[src/rtl/mem_io_unit.sv]
// mem_io_unit: memory/IO stage behind the M stage; runs one load/store/print/scan op and returns data to W.
// Ports:
//   clk, reset (async, active-high), core_en
//   LwM, MemWriteM, scanM, printM, ALUResultM[31:0], WriteDataM[31:0]  : M-stage op
//   ReadDataW[31:0], wb_valid, stall_m, stall_w, req_ready              : pipeline handshake
//   mem_req_valid/mem_req_ready, mem_we, mem_addr, mem_wdata            : data-memory request
//   mem_rvalid, mem_rdata                                               : data-memory load return
//   tx_valid/tx_ready/tx_data, rx_valid/rx_ready/rx_data                : UART byte streams
// Build option: define MEM_IO_WORD_SCAN_EN to make scan read a little-endian 32-bit word (4 bytes)
// instead of a single zero-extended byte.
module mem_io_unit #(
    parameter int ADDR_W    = 18,
    parameter bit BYTE_ADDR = 1'b1
) (
    input  logic              clk,
    input  logic              reset,
    input  logic              core_en,
    input  logic              LwM,
    input  logic              MemWriteM,
    input  logic              scanM,
    input  logic              printM,
    input  logic [31:0]       ALUResultM,
    input  logic [31:0]       WriteDataM,
    output logic [31:0]       ReadDataW,
    output logic              wb_valid,
    output logic              stall_m,
    output logic              stall_w,
    output logic              req_ready,
    output logic              mem_req_valid,
    input  logic              mem_req_ready,
    output logic              mem_we,
    output logic [ADDR_W-1:0] mem_addr,
    output logic [31:0]       mem_wdata,
    input  logic              mem_rvalid,
    input  logic [31:0]       mem_rdata,
    output logic              tx_valid,
    input  logic              tx_ready,
    output logic [7:0]        tx_data,
    input  logic              rx_valid,
    output logic              rx_ready,
    input  logic [7:0]        rx_data
);
    typedef enum logic [2:0] {IDLE, MREQ, MWAIT, TX, RX, WB} state_t;
    state_t state, nextState;
    logic [ADDR_W-1:0] addrQ, addrIn;
    logic [31:0] wdataQ;
    logic loadQ, accept, accLoad, accStore, accScan, accPrint, rxFire, rxLast, loadReturn;
    logic unusedAddr;

    assign addrIn     = BYTE_ADDR ? ALUResultM[ADDR_W+1:2] : ALUResultM[ADDR_W-1:0];
    assign unusedAddr = ^ALUResultM;
    // Fixed priority among strobes; more than one at once is a core bug caught by the assertion below.
    assign accept   = (state == IDLE) & core_en & (LwM | MemWriteM | scanM | printM);
    assign accLoad  = accept & LwM;
    assign accStore = accept & ~LwM & MemWriteM;
    assign accScan  = accept & ~LwM & ~MemWriteM & scanM;
    assign accPrint = accept & ~LwM & ~MemWriteM & ~scanM & printM;
    assign rxFire   = rx_valid & rx_ready;
    // Load data only counts once the request has been handed off; a stray strobe in IDLE is dropped.
    assign loadReturn = mem_rvalid & (((state == MREQ) & mem_req_ready & loadQ) | (state == MWAIT));

`ifdef MEM_IO_WORD_SCAN_EN
    logic [1:0] byteCnt;
    assign rxLast = byteCnt == 2'd3;
    always_ff @(posedge clk or posedge reset) begin
        if (reset)       byteCnt <= 2'd0;
        else if (rxFire) byteCnt <= byteCnt + 2'd1;
    end
`else
    assign rxLast = 1'b1;
`endif

    always_ff @(posedge clk or posedge reset) begin
        if (reset) state <= IDLE;
        else       state <= nextState;
    end

    always_comb begin
        nextState = state;
        case (state)
            IDLE:    nextState = accLoad  ? (mem_req_ready ? MWAIT : MREQ) :
                                 accStore ? (mem_req_ready ? IDLE : MREQ) :
                                 accScan  ? RX :
                                 accPrint ? (tx_ready ? IDLE : TX) : IDLE;
            MREQ:    nextState = !mem_req_ready ? MREQ : !loadQ ? IDLE : mem_rvalid ? WB : MWAIT;
            MWAIT:   nextState = mem_rvalid ? WB : MWAIT;
            TX:      nextState = tx_ready ? IDLE : TX;
            RX:      nextState = (rxFire & rxLast) ? WB : RX;
            WB:      nextState = core_en ? IDLE : WB;
            default: nextState = IDLE;
        endcase
    end

    // The accept cycle drives the request straight from the M-stage inputs so a store/print
    // meeting a ready sink completes without ever leaving IDLE.
    always_comb begin
        mem_req_valid = (state == MREQ) | accLoad | accStore;
        mem_we        = (state == MREQ) ? ~loadQ : accStore;
        mem_addr      = (state == MREQ) ? addrQ : (accLoad | accStore) ? addrIn : '0;
        mem_wdata     = (state == MREQ) ? wdataQ : accStore ? WriteDataM : 32'd0;
        tx_valid      = (state == TX) | accPrint;
        tx_data       = (state == TX) ? wdataQ[7:0] : accPrint ? WriteDataM[7:0] : 8'd0;
        rx_ready      = state == RX;
        wb_valid      = state == WB;
        stall_w       = (state == WB) & ~core_en;
        req_ready     = state == IDLE;
        stall_m       = (state == IDLE) ? accept & ~((accStore & mem_req_ready) | (accPrint & tx_ready))
                                        : state != WB;
    end

    always_ff @(posedge clk or posedge reset) begin
        if (reset) begin
            addrQ     <= '0;
            wdataQ    <= 32'd0;
            loadQ     <= 1'b0;
            ReadDataW <= 32'd0;
        end else begin
            if (accept) begin
                addrQ  <= addrIn;
                wdataQ <= WriteDataM;
                loadQ  <= LwM;
            end
            if (loadReturn) ReadDataW <= mem_rdata;
`ifdef MEM_IO_WORD_SCAN_EN
            else if (rxFire) ReadDataW[8*byteCnt +: 8] <= rx_data;
`else
            else if (rxFire) ReadDataW <= {24'd0, rx_data};
`endif
        end
    end

`ifndef SYNTHESIS
    strobeOneHot: assert property (@(posedge clk) disable iff (reset)
        ((state == IDLE) && core_en) |-> $onehot0({LwM, MemWriteM, scanM, printM}));
`endif
endmodule

[config.mk]
export PLATFORM = sky130hd
export DESIGN_NAME = mem_io_unit
export DESIGN_NICKNAME = d
export VERILOG_FILES = /design/src/rtl/mem_io_unit.sv
export SDC_FILE = /design/constraint.sdc
export NUM_CORES = 1
export LEC_CHECK = 0
export BUFFER_PORTS_ARGS = -buffer_cell sky130_fd_sc_hd__buf_2
export CORE_MARGIN = 1.5
export CORE_UTILIZATION = 46
export DETAILED_ROUTE_END_ITERATION = 16
export PLACE_DENSITY = 0.83
export SLEW_MARGIN = 25
export SYNTH_ARGS = -nofsm -noshare
export SYNTH_HDL_FRONTEND = slang
export SYNTH_SLANG_ARGS = --single-unit
[constraint.sdc]
create_clock -name clk -period 3.3 [get_ports clk]
set_clock_uncertainty 0.1 [all_clocks]
set_input_delay 0.495 -clock clk [delete_from_list [all_inputs] [get_ports clk]]
set_output_delay 0.495 -clock clk [all_outputs]
set_load 0.005 [all_outputs]
==> results.md, run 1 <==
* First-iteration detailed-routing DRC count at 123
* Clock transition at the registers of the reported paths at 100 ps
* Sw frac at 34.8%
* Fin crit share at 83.5%
* Critical Path Source: state[2]$_DFF_PP0_
* Dpl hpwl at 7430 um
* Sequential area share after synthesis at 50.9%
* Static leakage power at 2.82 nW
* Worst path required time at 2700 ps
* Final Core Density at 62.0%
* GRT Total Usage at 20.8%
* Max cap viols at 0
* WL/cell at 15.0 um
* Die Y-Extent at 98.9 um
* CTS tree: done
* Min cycle time layout at 2760 ps
* Synth top area share at 50.9%
* Vias in the first global route at 3447
* # hold bufs at CTS at 0
* Area leader, netlist: dfrtp_1
* Worst-Margin Slew at 726 ps
* Slew Viols, Final at 0
* Num CTS Buffers at 9
* Sequential share of power at 40.6%
* Yosys cell types at 38
* Logic pwr share at 41.8%
* Final net count at 673
* RSZ-0062 raised after global routing: false
* Setup TNS Final at 0 ps
* Initial Util at 48.0%
* PwrDens at 824 mW/mm2
* Port bufs at 198
* Worst Path Arrival at 2160 ps
* Fillcell total at 701
* WL final at 10100 um
* FF-to-FF path depth at 5
* Clock buffer depth at 2
* I/O pins at 213
* Width of the die at 98.9 um
* Startpoint types: flop
* GR Overflow Total at 0
* Mapped Cells at 370
* Rel. slew slack at 51.5%
* Global-route wire length before repair at 16400 um
* Post-DP Area at 0.00524 mm2
* Critical Path Sink Type: output pin
* Synth warnings at 0
* R2R setup slack at 1060 ps
* Post-synthesis cell area at 0.00423 mm2
* Psw at 1.56 mW
* Setup-failing EPs final at 0
* Fmax at 363 MHz
* Clock sink total at 86
* Antenna cells at 0
* Failing checks: DRC
* Final instance area at 0.00546 mm2
* Worst reg2reg endpoint: addrQ[11]$_DFFE_PP0N_
* Worst IR Drop VDD at 0.326 mV
* Area Overhead vs Synth at 29.0%
* Avg Inst Size Synth at 11.4 um2
* DIE AREA at 0.00978 mm2
* CTS resizes at 0
* Internal power at 2.93 mW
* Syn nets at 485
* Reg2reg start: state[2]$_DFF_PP0_
* Core box area at 0.00881 mm2
* Synth area leaders: dfrtp_1 51%, mux2_2 13%, a22o_1 12%
* H-tree lvl count at 3
* Status: finished with violations
* Routed Antenna Nets at 0
* DR pass1 iterations at 13
* RePlAce Congestion at 0.832
* CP Max Fanout at 11
* Critical Path Sink: tx_data[5]
* Worst-Skew Late Latency at 350 ps
* Post-CTS setup buffer count at 0
* Hold WC Path Type: in -> async
* Clock power frac at 17.6%
* DRC violations left at 17
* Endpoints failing hold at 0
* DR vias/cell at 5.41
* Initial antenna violation count at 0
* Via Count at 3632
* Setup CP Type: reg -> out
* Seq cells post-synth at 86
* Core Rows at 34
* CTS root buf: clkbuf_8
* Largest net degree at the start of global routing at 65
* Layout cells sized above 1 at 48.8%
cell families after synthesis:
| group | count (synthesis) | share of synthesized area, % |
|---|---|---|
| flip-flops | 86 | 50.9 |
| AND/OR/NAND/NOR | 87 | 10.1 |
| AO/OA/AOI/OAI | 105 | 18.5 |
| multiplexers | 60 | 15.7 |
| XOR/XNOR | 1 | 0.207 |
| buffers and inverters | 31 | 4.70 |
layout make-up:
| cell class | count | area [um2] | area share, % |
|---|---|---|---|
| flip-flops and latches | 86 | 2150 | 39.4 |
| multi-input cells | 253 | 1890 | 34.7 |
| repair buffers | 204 | 1050 | 19.2 |
| clock buffers | 10 | 138 | 2.52 |
| well taps | 108 | 135 | 2.48 |
| clock inverters | 6 | 76.3 | 1.40 |
| inverters | 4 | 16.3 | 0.298 |
critical path, stage by stage (launching register included):
cell and delay [ps]:
dfrtp_1 530, nor4b_1 440, and4b_1 510, a22o_1 230
buf_2 110
cells in the mapped netlist (all sizes together):
master / n
nor3: 2
nand2: 59
nand2b: 4
nor4b: 1
xor2: 1
o21ai: 36
nor3b: 1
dfrtp: 86
or2: 1
o21bai: 1
a21oi: 3
o221ai: 1
inv: 4
and4b: 1
a22o: 58
or3: 1
clkbuf: 8
mux2: 51
a21o: 1
a31oi: 1
and2: 4
nor2: 6
o31ai: 1
nor2b: 5
a22oi: 1
nand3: 1
buf: 19
nand4b: 1
mux2i: 9
a211o: 2
stage by stage:
step	hold slack (ps)	total power [mW]	setup slack, ps	instances
after floorplan	359	3.06	483	370
after global placement	367	3.64	848	655
after detailed placement	380	3.74	754	655
after CTS	129	4.54	532	671
after global routing	181	4.82	398	671
final	126	4.50	544	671
metal layers:
layer	GRT usage [%]	share of wire [%]
met1	26.1	42
met4	7.58	1.4
met5	0	0
met2	34.9	49
met3	5.18	8.0
state kept, by name, indices dropped and copies added, names as in the netlist:
signal     count
wdataQ        32
ReadDataW     32
addrQ         18
state          3
loadQ          1
layout by cell type, fill, tap and decap left out, drive strengths merged, types with 5 or more instances in the layout:
cell type,synthesis,routed
clkbuf,8,10
nor2,6,6
inv,4,7
nor2b,5,5
o21ai,36,36
mux2,51,51
dfrtp,86,86
a22o,58,58
mux2i,9,9
nand2,59,59
buf,19,204
how the worst min path moves through the flow:
stage / start / to / slack (ps) / depth (start not counted)
6_report: reset / addrQ[8]$_DFFE_PP0N_ / 130 / 2
5_1_grt: reset / addrQ[2]$_DFFE_PP0N_ / 180 / 2
4_1_cts: reset / addrQ[8]$_DFFE_PP0N_ / 130 / 2
3_5_place_dp: wdataQ[31]$_DFFE_PP0N_ / wdataQ[31]$_DFFE_PP0N_ / 380 / 1
3_3_place_gp: wdataQ[31]$_DFFE_PP0N_ / wdataQ[31]$_DFFE_PP0N_ / 370 / 1
2_1_floorplan: wdataQ[31]$_DFFE_PP0N_ / wdataQ[31]$_DFFE_PP0N_ / 360 / 1
power groups by stage:
stage / Clock [mW] / Sequential [mW] / Combinational (mW)
after floorplan: 0 / 1.75 / 1.31
after global placement: 0 / 1.80 / 1.84
after detailed placement: 0 / 1.84 / 1.91
after CTS: 0.816 / 1.82 / 1.90
after global routing: 0.861 / 1.89 / 2.07
final: 0.792 / 1.83 / 1.88
(Power assumes the default switching activity.)
==> run 2, diff against run 1 <==
==> constraint.sdc (replaced) <==
create_clock -name clk -period 2.8 [get_ports clk]
set_clock_uncertainty 0.1 [all_clocks]
set_input_delay 0.42 -clock clk [delete_from_list [all_inputs] [get_ports clk]]
set_output_delay 0.42 -clock clk [all_outputs]
set_load 0.005 [all_outputs]
==> run 2 against run 1 <==
The run still ends with DRC left. Design area up 0.34%. Power is 18% higher. Worst hold slack got worse by 60 ps. Critical endpoint unchanged. Setup slack worse by 340 ps. Wire length is 0.40% higher. Register-to-register slack worse by 430 ps. Sequential power rose by 17%. Cell count unchanged.
==> results.md, run 2 (synthesized netlist as in run 1, its figures left out) <==
* Max cap viols at 0
* Worst IR Drop VDD at 0.390 mV
* Num CTS Buffers at 9
* Slew Viols, Final at 0
* Startpoint types: flop
* Commonest non-fill, non-tap cell in the layout: buf_2
* Endpoints failing hold at 0
* Worst-Skew Late Latency at 340 ps
* Width of the die at 98.9 um
* Worst-Margin Slew at 744 ps
* Max stage delay on crit path at 530 ps
* Min cycle time layout at 2590 ps
* Finished Layout Cells at 671
* Met3 routed wirelength at 851 um
* Clock sink total at 86
* WL final at 10100 um
* Port bufs at 198
* Status: finished with violations
* Min Hold Slack at 66.0 ps
* Fillcell total at 713
* GR Overflow Total at 0
* Vias in the first global route at 3512
* Clock buffer depth at 2
* DIE AREA at 0.00978 mm2
* WL met1 at 4190 um
* Setup-failing EPs final at 0
* Clock transition at the registers of the reported paths at 90 ps
* Layout cells sized above 1 at 48.7%
* Setup CP Type: reg -> out
* Largest registers: ReadDataW x32, wdataQ x32, addrQ x18
* Antenna cells at 0
* I/O pins at 213
* Placed Cells at 655
* Rel. slew slack at 50.3%
* DRC violations left at 17
* CP Max Fanout at 11
* Post-DP Area at 0.00526 mm2
* Dpl hpwl at 7570 um
* H-tree lvl count at 3
* Critical Path Slowest Stage Cell: dfrtp_1
* Register area at 0.00215 mm2
* DR pass1 iterations at 13
* Via Count at 3579
* CTS resizes at 0
* Final net count at 673
* Area Overhead vs Synth at 29.5%
* RePlAce Congestion at 0.813
* Post-CTS setup buffer count at 0
* CTS root buf: clkbuf_8
* Final instance area at 0.00548 mm2
* Failing checks: DRC
* # hold bufs at CTS at 0
* Routed wire length on met2 at 5020 um
* CTS tree: done
* Worst path required time at 2280 ps
* Crit-path cells: nor4b_1 > and4b_2 > a22o_1 > buf_2
* Core Rows at 34
* Worst Path Arrival at 2070 ps
* Initial antenna violation count at 0
* Fmax at 386 MHz
* DR vias/cell at 5.33
* Routed Antenna Nets at 0
* Initial Util at 48.0%
* Hold WC Path Type: in -> async
* Final Core Density at 62.2%
* WL/cell at 15.1 um
* Top Metal Used: met4
* RSZ-0062 raised after global routing: false
* Critical Path Sink Type: output pin
* Global-route wire length before repair at 16400 um
* Core box area at 0.00881 mm2
* PwrDens at 972 mW/mm2
* GRT Total Usage at 20.9%
* Most frequent cells in the layout: 198 x buf_2, 86 x dfrtp_1, 58 x nand2_1, 58 x a22o_1, 47 x mux2_2
* Die Y-Extent at 98.9 um
* Static leakage power at 2.82 nW
* Fin crit share at 92.6%
* First-iteration detailed-routing DRC count at 111
* Largest net degree at the start of global routing at 65
* Multi-input gate area at 0.00189 mm2
* Setup TNS Final at 0 ps
==> run 2: cell count changes in the layout (fill, tap and decap cells not counted), sizes merged <==
| cell | delta |
|---|---|
| bufinv | +1 |
| clkbuf | +1 |
| clkinvlp | +2 |
| inv | -4 |
==> run 2: worst paths after layout <==
| kind | start | endpoint | slack [ps] | depth (start not counted) |
|---|---|---|---|---|
| max | state[2]$_DFF_PP0_ | tx_data[5] | 210 | 4 |
| min | reset | addrQ[8]$_DFFE_PP0N_ | 70 | 2 |
| max reg2reg | state[2]$_DFF_PP0_ | wdataQ[16]$_DFFE_PP0N_ | 630 | 5 |
| min reg2reg | addrQ[10]$_DFFE_PP0N_ | addrQ[10]$_DFFE_PP0N_ | 400 | 1 |
| max in group asynchronous | reset | wdataQ[25]$_DFFE_PP0N_ | 1840 | 3 |
| min in group clk | mem_rdata[24] | ReadDataW[24]$_DFFE_PP0P_ | 180 | 3 |
==> run 2: critical path: cells and delay by family (launching register included) <==
family / cells / cell delay [ps]
simple gates: 2 / 890
flops: 1 / 530
buf+inv: 1 / 120
compound gates: 1 / 190
==> run 2: final cells by class <==
type	count	share of cell area, %
Sequential cell	86	39.3
Multi-Input combinational cell	253	34.6
Timing Repair Buffer	204	19.4
Tap cell	108	2.47
Clock buffer	11	2.40
Clock inverter	5	1.53
Inverter	4	0.297
==> run 2: metrics by stage <==
| step | power, mW | setup slack [ps] |
|---|---|---|
| 2_1_floorplan | 3.61 | 58.2 |
| 3_3_place_gp | 4.31 | 503 |
| 3_5_place_dp | 4.43 | 438 |
| 4_1_cts | 5.38 | 101 |
| 5_1_grt | 5.72 | 56.2 |
| 6_report | 5.32 | 207 |
==> run 2: per-layer routing <==
| layer | up-vias | GRT usage (%) |
|---|---|---|
| met5 | - | 0 |
| met4 | 0 | 5.71 |
| met3 | 9 | 5.96 |
| met2 | 146 | 36.6 |
| met1 | 1706 | 25.2 |
| li1 | 1718 | - |
==> run 2: where the power goes <==
part           switching, mW  total (mW)  internal, mW
sequential             0.353        2.15          1.80
clock                  0.428       0.933         0.505
combinational           1.02        2.24          1.22
total                   1.80        5.32          3.52
==> run 3, diff against run 2 <==
--- a/config.mk
+++ b/config.mk
@@ -7,9 +7,9 @@
 export LEC_CHECK = 0
 export BUFFER_PORTS_ARGS = -buffer_cell sky130_fd_sc_hd__buf_2
 export CORE_MARGIN = 1.5
-export CORE_UTILIZATION = 46
+export CORE_UTILIZATION = 50
 export DETAILED_ROUTE_END_ITERATION = 16
-export PLACE_DENSITY = 0.83
+export PLACE_DENSITY = 0.89
 export SLEW_MARGIN = 25
 export SYNTH_ARGS = -nofsm -noshare
 export SYNTH_HDL_FRONTEND = slang
==> constraint.sdc (replaced) <==
create_clock -name clk -period 3.02 [get_ports clk]
set_clock_uncertainty 0.1 [all_clocks]
set_input_delay 0.453 -clock clk [delete_from_list [all_inputs] [get_ports clk]]
set_output_delay 0.453 -clock clk [all_outputs]
set_load 0.005 [all_outputs]
==> run 3 against run 2 <==
Clock power down 19%. Sequential power down 7%. Via count down 0.36%. Count of clock-buffer cells in the layout unchanged. Design area down 0.66%. Largest cell class unchanged. Largest power group unchanged. Die area down 7.8%. The run now ends clean. Critical path depth up 2.
==> results.md, run 3 (synthesized netlist as in run 1, its figures left out) <==
* Fin crit share at 89.6%
* Final worst slack at 313 ps
* WL/cell at 15.0 um
* Placement Setup Slack at 635 ps
* Min cycle time layout at 2710 ps
* Worst IR Drop VDD at 0.425 mV
* Logic pwr share at 42.8%
* Status: finished, final reports clean
* GR Overflow Total at 0
* GRT busiest layer: met2
* Psw at 1.68 mW
* Setup TNS Final at 0 ps
* Layout cells sized above 1 at 48.9%
* Final net count at 674
* CTS tree: done
* Clock sink total at 86
* Slew Viols, Final at 0
* Max cap viols at 0
* Setup-failing EPs final at 0
* Area Overhead vs Synth at 28.6%
* Hold WC Path Type: in -> async
* Initial antenna violation count at 0
* DRC violations left at 0
* Routed Antenna Nets at 0
* Min Hold Slack at 104 ps
* Commonest non-fill, non-tap cell in the layout: buf_2
* Port bufs at 198
* Total power at 4.82 mW
* Critical Path Sink Type: output pin
* GR Util met1 at 25.5%
* Final Core Density at 66.2%
* Core box area at 0.00822 mm2
* Largest net degree at the start of global routing at 65
* RSZ-0062 raised after global routing: false
* Antenna cells at 0
* I/O pins at 213
* CTS resizes at 0
* Fmax at 369 MHz
* Worst Path Arrival at 2150 ps
* DIE AREA at 0.00902 mm2
* Num CTS Buffers at 9
* Internal power at 3.14 mW
* Clock power frac at 15.8%
* Post-CTS setup buffer count at 0
* Startpoint types: flop
* Rel. slew slack at 50.4%
* CP Max Fanout at 32
* DR pass1 iterations at 4
* Endpoints failing hold at 0
* Most frequent cells in the layout: 198 x buf_2, 86 x dfrtp_1, 58 x nand2_1, 58 x a22o_1, 47 x mux2_2
* Static leakage power at 2.81 nW
* WL final at 10000 um
* Sw frac at 34.9%
* Die Y-Extent at 95.0 um
* First-iteration detailed-routing DRC count at 88
* Worst-Margin Slew at 742 ps
* RePlAce Congestion at 0.831
* Worst path required time at 2470 ps
* Vias in the first global route at 3321
* PwrDens at 887 mW/mm2
* Fillcell total at 634
* Largest registers: ReadDataW x32, wdataQ x32, addrQ x18
* Width of the die at 95.0 um
* CTS root buf: clkbuf_8
* Clock transition at the registers of the reported paths at 90 ps
* Dpl hpwl at 7290 um
* Via Count at 3566
* Initial Util at 51.5%
* Core Rows at 33
* Setup CP Type: reg -> out
* # hold bufs at CTS at 0
* H-tree lvl count at 3
* Global-route wire length before repair at 15100 um
* DR vias/cell at 5.33
* GRT Total Usage at 21.5%
* Sequential share of power at 41.4%
* Worst-Skew Late Latency at 340 ps
* GRT met2 Usage at 37.1%
* Met3 usage in global routing at 5.80%
* Clock buffer depth at 2
run 3: cell types whose count changed in the layout (fill, tap and decap cells not counted):
| cell | before | now |
|---|---|---|
| buf_4 | 3 | 6 |
| bufinv_16 | 2 | 0 |
| clkbuf_1 | 2 | 0 |
| clkbuf_8 | 9 | 11 |
| and4b_1 | 0 | 1 |
| and4b_2 | 1 | 0 |
| buf_12 | 2 | 1 |
| buf_6 | 1 | 0 |
| clkinv_4 | 1 | 2 |
| inv_6 | 0 | 1 |
run 3: power by group through the flow:
stage / registers, mW / clock network, mW / logic (mW)
finish: 2.00 / 0.760 / 2.07
global route: 2.06 / 0.835 / 2.29
CTS: 1.99 / 0.786 / 2.10
detailed placement: 2.01 / 0 / 2.09
global placement: 1.97 / 0 / 2.01
floorplan: 1.92 / 0 / 1.43
run 3: layout make-up:
class	instances	area [um2]	share of cell area, %
well taps	105	131	2.41
flip-flops and latches	86	2150	39.6
repair buffers	205	1060	19.4
clock buffers	11	151	2.78
multi-input cells	253	1890	34.8
inverters	4	16.3	0.299
clock inverters	5	41.3	0.759
run 3: path summary, 6_finish.rpt:
path,start,endpoint,slack (ps),cells past startpoint
worst min-delay path,reset,ReadDataW[14]$_DFFE_PP0P_,100,2
worst max-delay path,state[2]$_DFF_PP0_,mem_wdata[29],310,6
worst min register to register,addrQ[3]$_DFFE_PP0N_,addrQ[3]$_DFFE_PP0N_,400,1
worst max register to register,state[2]$_DFF_PP0_,addrQ[15]$_DFFE_PP0N_,760,5
max in group asynchronous,reset,wdataQ[28]$_DFFE_PP0N_,2030,3
min in group clk,mem_rdata[13],ReadDataW[13]$_DFFE_PP0P_,210,3
run 3: critical path, cell delays in order (launching register included):
cell and delay, ps:
dfrtp_1 520, nor3_4 300, nand2_4 120, nor3b_4 210, buf_4 340, a22o_1 190, buf_2 110
run 3: metal layers:
metal | share of wire [%] | up-vias | routed length (um)
met5 | 0 | - | 0
met4 | 1.3 | 0 | 127
met3 | 8.4 | 14 | 843
met2 | 49 | 158 | 4950
met1 | 41 | 1677 | 4100
li1 | - | 1717 | -
run 3: through the flow:
stage                     cell area, um2  cells
after floorplan                     4230    370
after global placement              5250    653
after detailed placement            5250    653
after CTS                           5440    669
after global routing                5440    669
final                               5440    669
